[src/rtl/alu_issue_arbiter_if.sv]
// rtl/alu_issue_arbiter_if.sv - issue/execute/writeback bundle of the ALU issue arbiter
interface alu_issue_arbiter_if #(
  parameter int NREQ  = 4,
  parameter int XLEN  = 32,
  parameter int UOP_W = 64,
  parameter int ROB_W = 7
);
  logic [NREQ-1:0]       req_valid;
  logic [NREQ-1:0]       req_ready;
  logic [NREQ*UOP_W-1:0] req_uop;
  logic [NREQ*ROB_W-1:0] req_rob;
  logic                  alu_en;
  logic [UOP_W-1:0]      alu_uop;
  logic [ROB_W-1:0]      alu_rob;
  logic [XLEN-1:0]       alu_result;
  logic                  wb_valid;
  logic                  wb_ready;
  logic [ROB_W-1:0]      wb_rob;
  logic [XLEN-1:0]       wb_res;
  logic                  redirect_valid;
  logic [ROB_W-1:0]      redirect_rob;
  logic                  busy;

  modport master (
    output req_valid, req_uop, req_rob, alu_result, wb_ready, redirect_valid, redirect_rob,
    input  req_ready, alu_en, alu_uop, alu_rob, wb_valid, wb_rob, wb_res, busy
  );

  modport slave (
    input  req_valid, req_uop, req_rob, alu_result, wb_ready, redirect_valid, redirect_rob,
    output req_ready, alu_en, alu_uop, alu_rob, wb_valid, wb_rob, wb_res, busy
  );
endinterface

[src/rtl/alu_issue_arbiter.sv]
// rtl/alu_issue_arbiter.sv - round-robin issue into one ALU stage with a 2-entry flushable writeback buffer
module alu_issue_arbiter #(
  parameter int NREQ  = 4,
  parameter int XLEN  = 32,
  parameter int UOP_W = 64,
  parameter int ROB_W = 7
) (
  input logic             clk,
  input logic             rst,
  alu_issue_arbiter_if.slave bus
);
  localparam int PW = (NREQ > 1) ? $clog2(NREQ) : 1;

  // Wrap bits differ means a has lapped b, so a smaller index is the younger one.
  function automatic logic younger(input logic [ROB_W-1:0] a, input logic [ROB_W-1:0] b);
    if (a[ROB_W-1] == b[ROB_W-1]) return a[ROB_W-2:0] > b[ROB_W-2:0];
    else                          return a[ROB_W-2:0] < b[ROB_W-2:0];
  endfunction

  logic [PW-1:0]    ptr_q, ptr_d;
  logic             e_valid_q, e_valid_d;
  logic [UOP_W-1:0] e_uop_q, e_uop_d;
  logic [ROB_W-1:0] e_rob_q, e_rob_d;
  logic [ROB_W-1:0] w_rob_q [2];
  logic [ROB_W-1:0] w_rob_d [2];
  logic [XLEN-1:0]  w_res_q [2];
  logic [XLEN-1:0]  w_res_d [2];
  logic             head_q, head_d;
  logic             tail_q, tail_d;
  logic [1:0]       count_q, count_d;

  logic             wb_valid_c;
  logic             wb_fire;
  logic             e_adv;
  logic             grant_ok;
  logic             found;
  logic [PW-1:0]    gnt_idx;
  logic [PW-1:0]    cand;
  logic [NREQ-1:0]  grant_vec;
  logic             granted;
  logic             keep0, keep1;
  int               idx_i;

  always_comb begin
    wb_valid_c = (count_q != 2'd0) &&
                 !(bus.redirect_valid && younger(w_rob_q[head_q], bus.redirect_rob));
    wb_fire    = wb_valid_c && bus.wb_ready;
    e_adv      = e_valid_q && !bus.redirect_valid && ((count_q < 2'd2) || wb_fire);
    grant_ok   = !rst && !bus.redirect_valid && (!e_valid_q || e_adv);

    found   = 1'b0;
    gnt_idx = ptr_q;
    cand    = '0;
    idx_i   = 0;
    for (int k = 1; k <= NREQ; k++) begin
      idx_i = (int'(ptr_q) + k) % NREQ;
      cand  = PW'(idx_i);
      if (!found && bus.req_valid[cand]) begin
        found   = 1'b1;
        gnt_idx = cand;
      end
    end
    grant_vec = '0;
    if (grant_ok && found) grant_vec[gnt_idx] = 1'b1;
    granted = grant_ok && found;
    ptr_d   = granted ? gnt_idx : ptr_q;

    e_valid_d = e_valid_q;
    e_uop_d   = e_uop_q;
    e_rob_d   = e_rob_q;
    if (bus.redirect_valid && e_valid_q && younger(e_rob_q, bus.redirect_rob)) begin
      e_valid_d = 1'b0;
    end else if (granted) begin
      e_valid_d = 1'b1;
      e_uop_d   = bus.req_uop[gnt_idx*UOP_W +: UOP_W];
      e_rob_d   = bus.req_rob[gnt_idx*ROB_W +: ROB_W];
    end else if (e_adv) begin
      e_valid_d = 1'b0;
    end

    w_rob_d = w_rob_q;
    w_res_d = w_res_q;
    head_d  = head_q;
    tail_d  = tail_q;
    count_d = count_q;
    keep0   = 1'b0;
    keep1   = 1'b0;
    if (bus.redirect_valid) begin
      // Survivors (minus a head that writes back this cycle) are repacked from slot 0.
      keep0 = (count_q != 2'd0) && !younger(w_rob_q[head_q], bus.redirect_rob) && !wb_fire;
      keep1 = (count_q == 2'd2) && !younger(w_rob_q[~head_q], bus.redirect_rob);
      if (keep0) begin
        w_rob_d[0] = w_rob_q[head_q];
        w_res_d[0] = w_res_q[head_q];
      end
      if (keep1) begin
        w_rob_d[keep0] = w_rob_q[~head_q];
        w_res_d[keep0] = w_res_q[~head_q];
      end
      head_d  = 1'b0;
      count_d = {1'b0, keep0} + {1'b0, keep1};
      tail_d  = count_d[0];
    end else begin
      if (e_adv) begin
        w_rob_d[tail_q] = e_rob_q;
        w_res_d[tail_q] = bus.alu_result;
        tail_d          = ~tail_q;
      end
      if (wb_fire) head_d = ~head_q;
      count_d = count_q + {1'b0, e_adv} - {1'b0, wb_fire};
    end
  end

  always_ff @(posedge clk or posedge rst) begin
    if (rst) begin
      ptr_q     <= PW'(NREQ - 1);
      e_valid_q <= 1'b0;
      e_uop_q   <= '0;
      e_rob_q   <= '0;
      w_rob_q   <= '{default: '0};
      w_res_q   <= '{default: '0};
      head_q    <= 1'b0;
      tail_q    <= 1'b0;
      count_q   <= 2'd0;
    end else begin
      ptr_q     <= ptr_d;
      e_valid_q <= e_valid_d;
      e_uop_q   <= e_uop_d;
      e_rob_q   <= e_rob_d;
      w_rob_q   <= w_rob_d;
      w_res_q   <= w_res_d;
      head_q    <= head_d;
      tail_q    <= tail_d;
      count_q   <= count_d;
    end
  end

  assign bus.req_ready = grant_vec;
  assign bus.alu_en    = e_valid_q;
  assign bus.alu_uop   = e_uop_q;
  assign bus.alu_rob   = e_rob_q;
  assign bus.wb_valid  = wb_valid_c;
  assign bus.wb_rob    = w_rob_q[head_q];
  assign bus.wb_res    = w_res_q[head_q];
  assign bus.busy      = e_valid_q || (count_q != 2'd0);
endmodule
[src/flat_wrapper.sv]
// flat-port wrapper written by rule: the top's interface ports become plain ports
module alu_issue_arbiter_flat 
#(
  parameter int NREQ  = 4,
  parameter int XLEN  = 32,
  parameter int UOP_W = 64,
  parameter int ROB_W = 7
)
  (clk, rst, bus_req_valid, bus_req_uop, bus_req_rob, bus_alu_result, bus_wb_ready, bus_redirect_valid, bus_redirect_rob, bus_req_ready, bus_alu_en, bus_alu_uop, bus_alu_rob, bus_wb_valid, bus_wb_rob, bus_wb_res, bus_busy);
  alu_issue_arbiter_if #(.NREQ(NREQ), .XLEN(XLEN), .UOP_W(UOP_W), .ROB_W(ROB_W)) bus_i ();
  input logic clk;
  input logic rst;
  input wire logic [$bits(bus_i.req_valid)-1:0] bus_req_valid;
  input wire logic [$bits(bus_i.req_uop)-1:0] bus_req_uop;
  input wire logic [$bits(bus_i.req_rob)-1:0] bus_req_rob;
  input wire logic [$bits(bus_i.alu_result)-1:0] bus_alu_result;
  input wire logic [$bits(bus_i.wb_ready)-1:0] bus_wb_ready;
  input wire logic [$bits(bus_i.redirect_valid)-1:0] bus_redirect_valid;
  input wire logic [$bits(bus_i.redirect_rob)-1:0] bus_redirect_rob;
  output wire logic [$bits(bus_i.req_ready)-1:0] bus_req_ready;
  output wire logic [$bits(bus_i.alu_en)-1:0] bus_alu_en;
  output wire logic [$bits(bus_i.alu_uop)-1:0] bus_alu_uop;
  output wire logic [$bits(bus_i.alu_rob)-1:0] bus_alu_rob;
  output wire logic [$bits(bus_i.wb_valid)-1:0] bus_wb_valid;
  output wire logic [$bits(bus_i.wb_rob)-1:0] bus_wb_rob;
  output wire logic [$bits(bus_i.wb_res)-1:0] bus_wb_res;
  output wire logic [$bits(bus_i.busy)-1:0] bus_busy;
  assign bus_i.req_valid = bus_req_valid;
  assign bus_i.req_uop = bus_req_uop;
  assign bus_i.req_rob = bus_req_rob;
  assign bus_i.alu_result = bus_alu_result;
  assign bus_i.wb_ready = bus_wb_ready;
  assign bus_i.redirect_valid = bus_redirect_valid;
  assign bus_i.redirect_rob = bus_redirect_rob;
  assign bus_req_ready = bus_i.req_ready;
  assign bus_alu_en = bus_i.alu_en;
  assign bus_alu_uop = bus_i.alu_uop;
  assign bus_alu_rob = bus_i.alu_rob;
  assign bus_wb_valid = bus_i.wb_valid;
  assign bus_wb_rob = bus_i.wb_rob;
  assign bus_wb_res = bus_i.wb_res;
  assign bus_busy = bus_i.busy;
  alu_issue_arbiter #(.NREQ(NREQ), .XLEN(XLEN), .UOP_W(UOP_W), .ROB_W(ROB_W)) u_core (.clk(clk), .rst(rst), .bus(bus_i));
endmodule
[config.mk]
export PLATFORM = sky130hd
export DESIGN_NAME = alu_issue_arbiter_flat
export DESIGN_NICKNAME = d
export VERILOG_FILES = /design/src/rtl/alu_issue_arbiter_if.sv /design/src/rtl/alu_issue_arbiter.sv /design/src/flat_wrapper.sv
export SDC_FILE = /design/constraint.sdc
export NUM_CORES = 1
export LEC_CHECK = 0
export ABC_AREA = 1
export BUFFER_PORTS_ARGS = -buffer_cell sky130_fd_sc_hd__buf_2
export CAP_MARGIN = 20
export CELL_PAD_IN_SITES_DETAIL_PLACEMENT = 2
export CELL_PAD_IN_SITES_GLOBAL_PLACEMENT = 2
export CORE_UTILIZATION = 23
export DETAILED_ROUTE_END_ITERATION = 8
export MAX_ROUTING_LAYER = met4
export PLACE_DENSITY_LB_ADDON = 0.1
export SYNTH_ARGS = -nofsm -noshare
export SYNTH_HDL_FRONTEND = slang
export SYNTH_SLANG_ARGS = --single-unit
[constraint.sdc]
create_clock -name clk -period 4.35 [get_ports clk]
set_clock_uncertainty 0.1 [all_clocks]
set_input_delay 0 -clock clk [delete_from_list [all_inputs] [get_ports clk]]
set_output_delay 0 -clock clk [all_outputs]
set_load 0.1 [all_outputs]
==> results.cfg, run 1 <==
[clock_tree]
cts_htree_levels = 4
clock_sinks = 156
clock-root-buffer = clkbuf_16
max-clock-path-buffers = 2
cts_tree = yes
clk_pin_slew_worst_paths_ns = 0.07
numCtsBuffers = 17
clock_latency_ns = 0.50

[die]
coreArea_um2 = 56710
num_rows = 87
num_io_pins = 448
start_util = 0.2345
die_h_um = 242.5
dieArea_um2 = 58800
dieWidth_um = 242.5

[sta]
relSlewSlack = 0.3626
setup_viol = 0
fin_crit_sh = 0.9225
period_minus_slack_ns = 4.013
hold_slack_ns = 0.06008
rsz0062_at_grt = false
max_freq_mhz = 249.2
final_max_slew_viol_count = 0
tightest_slew_ns = 0.9561
hold_viol = 0

[yosys]
muxShareOfSynthArea = 0
ys_warn_count = 0
yosys_register_bits = 156
synth_top_family_by_area = simple AND/OR/NAND/NOR gates
synth.distinct_cells = 30
syn_area_um2 = 13300
yosysSeqAreaShare = 0.2937
syn-mean-instance-area_um2 = 5.857
synth_fa_ha_area_frac = 0.01975
yosys.area_share.simple = 0.5317
synth_top_area_share = 0.2957
synth_xor_area_frac = 0.001975
synth_compound_area_frac = 0.05032
synthTopCellsByArea = nand2_1, dfrtp_1, nand3_1
synth_nets = 2623
synthCells = 2271
synth_top_area_cell = nand2_1

[power]
p_leak_nw = 10.95
irDropWorstVdd_mv = 0.5892
power_w = 0.01900
power_density_nw_per_um2 = 981.6

[global_routing]
grtUsageTotal = 0.2637
grt_pass1_wl_mm = 116.6
grt-ovfl-total = 0
grt_max_degree = 157
antenna_found_initial = 15
grt_pass1_vias = 20010

[critical_path]
r2r.worst_path.cells = 17
crit_top_cell = nand2_1
crit_path_end_kind = flip-flop
slowest_delay_ns = 0.67
arrival_ns = 4.35
path_delay_family = simple AND/OR/NAND/NOR gates
r2r-end = u_core.bus.alu_uop[31]$_DFFE_PP0P_
rr_startpoint = u_core.ptr_q[0]$_DFFE_PP1P_
crit_start = u_core.ptr_q[0]$_DFFE_PP1P_
path_cells = inv_2 > nand2_1 > o21ai_2 > nand2_1 > nand2_2 > nand2_2 > nand2_2 > nand2_8 > buf_12 > nand3_1 > nand2_1 > dlygate4sd3_1 > nand2_1 > nand2_1 > dlygate4sd3_1 > nand3_1 > nand2_1
required_ns = 4.68
r2r_slack_ns = 0.34
worstSetupPathType = flip-flop to flip-flop
start_kind = flip-flop
path_buf_inv = 4
cp_max_fo = 46
slowest_stage = dfstp_4

[route]
routedWlPerCell_um = 21.02
ant_nets = 0
drt-total-wl_mm = 76.43
drc_errors = 0
viasPerCell = 4.965
dr.first_iter.drc_count = 553
dr.pass1.iters = 5
vias = 18050

[finish]
nets = 3207
n_fill_cell = 6979
multi_input_area_um2 = 8195
seq_area_um2 = 3914
area_growth_pct = 45.51
drive_gt1_frac = 0.2123

[place]
dp_hpwl_mm = 51.26
gp_congestion = 0.8225
port-buffer-count = 447

[min_path]
holdCritPathClass = input pin to flip-flop
min_to = u_core.bus.alu_rob[4]$_DFFE_PP0P_
holdPathStages = 7
hp-start = bus_req_rob[25]

[status]
status = completed

[run]
drv_cap = 0
==> report_power, final <==
| part | switching, W | total (W) | internal (W) |
|---|---|---|---|
| Clock | 0.000758 | 0.00153 | 0.000774 |
| Sequential | 0.000524 | 0.00261 | 0.00208 |
| Combinational | 0.0105 | 0.0149 | 0.00435 |
| Total | 0.0118 | 0.0190 | 0.00721 |
==> cells in the mapped netlist (all sizes together) <==
cell type and number:
clkbuf 79, o22ai 1, buf 104, o21ai 122, xor2 2, nand2 1054
dfrtp 154, or2 36, nor3 2, nor4 1, dfstp 2, nor2 19
xnor2 1, nand3 499, a31oi 1, inv 124, a21oi 6, o221ai 1
ha 21, nand4 42
==> state kept, by name (all words and copies together), names as in the netlist <==
signal              count
u_core.bus.alu_en       1
u_core.bus.alu_rob      7
u_core.w_res_q         64
u_core.bus.alu_uop     64
u_core.tail_q           1
u_core.count_q          2
u_core.ptr_q            2
u_core.head_q           1
u_core.w_rob_q         14
==> what timing repair did <==
action | in CTS | in global routing
cloned | 0 | 5
gates resized for setup | 1 | 14
endpoints found under the hold margin | 295 | 0
endpoints found under the setup margin | 2 | 74
buffers inserted | 1 | 6
hold buffers | 247 | 0
pin swaps | 0 | 2
==> metrics by stage <==
stage | area (um^2) | utilization | std cells | worst slack (ns) | setup TNS (ns)
floorplan | 13310 | - | 2271 | -0.1333 | -0.5125
global placement | 16120 | 0.2842 | 3333 | 0.5279 | 0
detailed placement | 16120 | 0.2842 | 3333 | 0.3928 | 0
CTS | 19170 | 0.3380 | 3613 | 0.006848 | 0
global route | 19350 | 0.3413 | 3636 | 0.04144 | 0
finish | 19350 | 0.3413 | 3636 | 0.3370 | 0
==> routing by layer <==
layer | vias up | track usage | wire length (um)
met3 | 90 | 0.04564 | 2788
met5 | - | - | 0
li1 | 8496 | - | -
met4 | 0 | 0.09252 | 1967
met1 | 9112 | 0.2923 | 31910
met2 | 353 | 0.4717 | 39770
==> final cells by class <==
class	instances	share of cell area
multi-input cells	1813	0.4234
repair buffers	743	0.2707
flip-flops and latches	156	0.2022
well taps	756	0.04887
inverters	124	0.02424
clock buffers	20	0.02360
clock inverters	12	0.005430
diodes	12	0.001551
==> cells by family after synthesis <==
family / count (synthesis)
AOI/OAI and AO/OA: 131
xor gates and xnor gates: 3
adders and majority gates: 21
buffers and inverters: 307
DFF: 156
and+or+nand+nor: 1653
==> cells in the final DEF, fill, tap and decap left out, types with 7 or more instances in the layout <==
| master | instances |
|---|---|
| dlygate4sd3_1 | 247 |
| buf_4 | 37 |
| clkbuf_16 | 17 |
| diode_2 | 12 |
| dfrtp_1 | 153 |
| buf_2 | 443 |
| o21ai_0 | 117 |
| nand3_2 | 7 |
| ha_1 | 21 |
| nand2_2 | 8 |
| nand2_1 | 1042 |
| inv_2 | 10 |
| nor2_1 | 14 |
| inv_1 | 113 |
| nand3_1 | 492 |
| nand4_1 | 41 |
| or2_2 | 36 |
| buf_12 | 10 |
==> worst max-delay path by stage <==
stage,end,slack (ns),cells past startpoint
after global routing,bus_req_ready[3],0.04,19
after global placement,u_core.bus.alu_uop[12]$_DFFE_PP0P_,0.53,19
after CTS,bus_req_ready[3],0.007,18
after detailed placement,u_core.bus.alu_uop[18]$_DFFE_PP0P_,0.39,19
after floorplan,bus_req_ready[1],-0.13,17
final,u_core.bus.alu_uop[31]$_DFFE_PP0P_,0.34,17
==> worst register-to-register path, cell delays in order, from the launching register on <==
cell           delay, ns
dfstp_4             0.67
inv_2               0.14
nand2_1             0.11
o21ai_2             0.08
nand2_1             0.11
nand2_2             0.12
nand2_2             0.17
nand2_2             0.21
nand2_8             0.26
buf_12              0.26
nand3_1             0.12
nand2_1             0.10
dlygate4sd3_1       0.57
nand2_1             0.06
nand2_1             0.12
dlygate4sd3_1       0.58
nand3_1             0.08
nand2_1             0.11
Note: power is estimated with default switching activity, not from simulation.
==> inputs of run 2 (changes only) <==
GPL_TIMING_DRIVEN = 0   (was unset)
==> results.cfg, run 2 (same netlist as run 1, synthesis figures left out) <==
[status]
status = completed

[sta]
max_freq_mhz = 242.2
setup_tns_ns = 0
final_max_slew_viol_count = 0
layout_setup_ws_ns = 0.2204
period_minus_slack_ns = 4.130
relSlewSlack = 0.4754
setup_viol = 0
hold_slack_ns = 0.04464
fin_crit_sh = 0.9493
hold_viol = 0
tightest_slew_ns = 0.7869

[route]
dr.first_iter.drc_count = 621
drc_errors = 0
routedWlPerCell_um = 20.82
dr.pass1.iters = 5
drt-total-wl_mm = 78.47
ant_nets = 0
vias = 18370
viasPerCell = 4.874

[clock_tree]
cts_tree = yes
cts_htree_levels = 4
max-clock-path-buffers = 2
clock_latency_ns = 0.50
clock-root-buffer = clkbuf_16
clock_sinks = 156
numCtsBuffers = 17
clk_pin_slew_worst_paths_ns = 0.07

[place]
gp_congestion = 0.8586
dp_hpwl_mm = 59.63
place_ws_ns = -0.4819
port-buffer-count = 447
post-place-cells = 3479

[die]
die_h_um = 242.5
coreArea_um2 = 56710
start_util = 0.2345
dieWidth_um = 242.5
dieArea_um2 = 58800
num_io_pins = 448
num_rows = 87

[critical_path]
required_ns = 4.25
cp_max_fo = 10
arrival_ns = 4.03
start_kind = flip-flop
crit_path_end_kind = output pin
worstSetupPathType = flip-flop to output pin

[finish]
nets = 3343
area_growth_pct = 48.87
utilization = 0.3492
final_cell_mix = nand2_1, buf_2, nand3_1
fin_cells = 3769
n_fill_cell = 7052
multi_input_area_um2 = 8097
final_common_cell = nand2_1
seq_area_um2 = 3908
drive_gt1_frac = 0.2175

[global_routing]
grtUsageTotal = 0.2739
grt_max_degree = 36
grt_pass1_vias = 20560
antenna_found_initial = 12
grt_pass1_wl_mm = 120.3
grt-ovfl-total = 0

[run]
drv_cap = 0

[power]
power_density_nw_per_um2 = 973.4
p_leak_nw = 11.18
irDropWorstVdd_mv = 0.4421

[min_path]
holdCritPathClass = input pin to flip-flop
run 2: area by class of cell:
cell class              instances  area share
plain buffers                 182     0.04625
clock buffers                  19     0.02237
repair buffers                702      0.2462
multi-input cells            1808      0.4089
well taps                     756     0.04777
diodes                         11    0.001390
inverters                     124     0.02370
clock inverters                11    0.006129
flip-flops and latches        156      0.1973
run 2: worst max-delay path: stages, from the launching register on:
cell,delay (ns)
dfrtp_2,0.41
inv_2,0.06
buf_4,0.20
clkbuf_4,0.21
or2_2,0.30
o21ai_2,0.12
inv_1,0.11
ha_1,0.30
nand2_1,0.11
inv_1,0.07
a21oi_2,0.20
nand3_2,0.13
nand3_1,0.13
nand3_2,0.12
nand2_2,0.12
nand2_2,0.10
nand2_2,0.15
buf_8,0.17
nand3_4,0.12
nor2_4,0.16
buf_8,0.21
run 2: final timing paths:
check                                                  start                                  to  slack [ns]  cells after the start
max                                u_core.head_q$_DFFE_PP0P_                    bus_req_ready[1]        0.22                     20
min                                          bus_req_rob[19]   u_core.bus.alu_rob[5]$_DFFE_PP0P_        0.04                      7
max reg2reg                      u_core.ptr_q[0]$_DFFE_PP1P_  u_core.bus.alu_uop[23]$_DFFE_PP0P_        0.30                     16
min reg2reg                u_core.bus.alu_uop[7]$_DFFE_PP0P_   u_core.bus.alu_uop[7]$_DFFE_PP0P_        0.37                      2
max in group asynchronous                                rst   u_core.bus.alu_uop[5]$_DFFE_PP0P_        2.46                      8
min in group asynchronous                                rst      u_core.w_res_q[28]$_DFFE_PP0P_        0.47                      4
run 2: per-layer routing:
metal / vias to the layer above / GRT usage / wire length [um]
met4: 0 / 0.09624 / 2236
met5: - / - / 0
li1: 8758 / - / -
met1: 9102 / 0.3041 / 32490
met3: 121 / 0.04420 / 2897
met2: 390 / 0.4919 / 40840
run 2: stage by stage:
stage,power (W),area (um^2)
floorplan,0.01212,13310
global placement,0.01544,16490
detailed placement,0.01574,16590
CTS,0.01921,19760
global route,0.02068,19800
finish,0.01928,19800
run 2: timing repair:
| action | 4_1_cts | 5_1_grt |
|---|---|---|
| endpoints found under the setup margin | 147 | 67 |
| hold endpoints to repair | 233 | 0 |
| hold buffers | 249 | 0 |
| resized for setup | 38 | 10 |
| buffers inserted | 1 | 0 |
| pin swaps | 2 | 1 |
run 2: where the power goes:
group / internal [W] / total (W) / switching, W
clock: 0.000850 / 0.00157 / 0.000720
combinational: 0.00455 / 0.0151 / 0.0106
sequential: 0.00208 / 0.00259 / 0.000515
total: 0.00748 / 0.0193 / 0.0118
==> inputs of run 3 (changes only) <==
CORE_UTILIZATION = 26   (was 23)
SKIP_CTS_REPAIR_TIMING = 1   (was unset)
clock period = 4.3 ns   (was 4.35 ns; I/O delays follow)
==> results.cfg, run 3 (same netlist as run 1, synthesis figures left out) <==
[status]
status = complete, but fails checks
violations = hold timing

[critical_path]
required_ns = 4.59
cp_max_fo = 10
r2r-end = u_core.bus.alu_uop[17]$_DFFE_PP0P_
r2r.worst_path.cells = 16
rr_startpoint = u_core.ptr_q[0]$_DFFE_PP1P_
r2r_slack_ns = 0.10
arrival_ns = 4.49
worstSetupPathType = flip-flop to flip-flop
crit_path_end_kind = flip-flop
start_kind = flip-flop

[power]
power_w = 0.01987
power_density_nw_per_um2 = 1012
p_leak_nw = 11.17
irDropWorstVdd_mv = 0.3780

[global_routing]
grtUsageTotal = 0.2909
grt_max_degree = 39
grt-ovfl-total = 0
grt_pass1_vias = 19100
antenna_found_initial = 9
grt_pass1_wl_mm = 112.4

[finish]
area_growth_pct = 47.59
final_common_cell = nand2_1
final_cell_mix = nand2_1, buf_2, nand3_1
nets = 3335
utilization = 0.3905
final_cell_area_um2 = 19630
drive_gt1_frac = 0.2186

[die]
num_rows = 82
die_h_um = 228.2
dieWidth_um = 228.2
start_util = 0.2646
dieArea_um2 = 52070
num_io_pins = 448
coreArea_um2 = 50270

[sta]
setup_tns_ns = 0
max_freq_mhz = 238.1
hold_viol = 2
setup_viol = 0
period_minus_slack_ns = 4.200
relSlewSlack = 0.4596
fin_crit_sh = 0.9766
tightest_slew_ns = 0.8106
hold_slack_ns = -0.04685
final_max_slew_viol_count = 0

[min_path]
hp-start = bus_req_uop[69]
holdPathStages = 7
min_to = u_core.bus.alu_uop[5]$_DFFE_PP0P_
holdCritPathClass = input pin to flip-flop

[route]
dr.first_iter.drc_count = 960
drc_errors = 0
viasPerCell = 5.100
vias = 18750
routedWlPerCell_um = 22.28
drt-total-wl_mm = 81.92
ant_nets = 0
dr.pass1.iters = 5

[place]
dp_hpwl_mm = 58.64
dpl-instance-area_um2 = 16480
gp_congestion = 0.8997
port-buffer-count = 447

[clock_tree]
cts_htree_levels = 4
clock-root-buffer = clkbuf_16
clock_sinks = 156
cts_tree = yes
numCtsBuffers = 17
max-clock-path-buffers = 2
clk_pin_slew_worst_paths_ns = 0.07
clock_latency_ns = 0.50

[run]
drv_cap = 0
[run 3: changes by cell type in the layout (fill, tap and decap cells not counted), moves of 2 or more]
cell | before | now
o21ai_0 | 110 | 112
dlygate4sd3_1 | 249 | 239
clkbuf_2 | 3 | 6
buf_4 | 19 | 21
nand2_2 | 10 | 8
diode_2 | 11 | 9
[run 3: worst max path at each step]
stage | start | end | slack, ns | depth (start not counted)
4_1_cts | u_core.head_q$_DFFE_PP0P_ | bus_req_ready[3] | -1.10 | 18
3_5_place_dp | u_core.head_q$_DFFE_PP0P_ | bus_req_ready[3] | -0.54 | 18
6_report | u_core.ptr_q[0]$_DFFE_PP1P_ | u_core.bus.alu_uop[17]$_DFFE_PP0P_ | 0.10 | 16
5_1_grt | u_core.head_q$_DFFE_PP0P_ | bus_req_ready[2] | -0.05 | 21
3_3_place_gp | rst | bus_req_ready[3] | -1.33 | 8
2_1_floorplan | u_core.head_q$_DFFE_PP0P_ | bus_req_ready[1] | -0.18 | 17
[run 3: power breakdown]
group          switching [W]  internal, W
clock network       0.000732     0.000910
registers           0.000553      0.00210
logic                 0.0110      0.00454
total                 0.0123      0.00755
[run 3: per-layer routing]
layer	track usage	share of wire	vias up
met5	-	0	-
met4	0.09585	0.034	0
met3	0.05113	0.041	152
met2	0.5232	0.53	488
met1	0.3228	0.40	9376
li1	-	-	8736
[run 3: layout make-up]
type | instances | area (um^2)
Antenna cell | 9 | 22.52
Buffer | 183 | 929.6
Clock buffer | 21 | 440.4
Clock inverter | 11 | 143.9
Fill cell | 6217 | 30640
Inverter | 124 | 469.2
Multi-Input combinational cell | 1808 | 8095
Sequential cell | 156 | 3908
Tap cell | 672 | 840.8
Timing Repair Buffer | 693 | 4782
[run 3: through the flow]
stage | setup slack, ns | cells
finish | 0.1005 | 3677
global route | -0.04920 | 3675
CTS | -1.098 | 3427
global placement | -1.329 | 3390
floorplan | -0.1833 | 2271
detailed placement | -0.5415 | 3395
[run 3: worst max-delay path: stages (launching register included)]
cell and delay [ns]:
dfstp_2 0.59, buf_4 0.20, nand2_1 0.07, o21ai_1 0.08
nand2_1 0.06, nand2_1 0.10, nand4_2 0.43, buf_2 0.42
buf_2 0.26, nand3_1 0.13, nand2_1 0.06, dlygate4sd3_1 0.59
nand2_1 0.13, nand2_1 0.10, dlygate4sd3_1 0.58, nand3_1 0.09
nand2_1 0.07
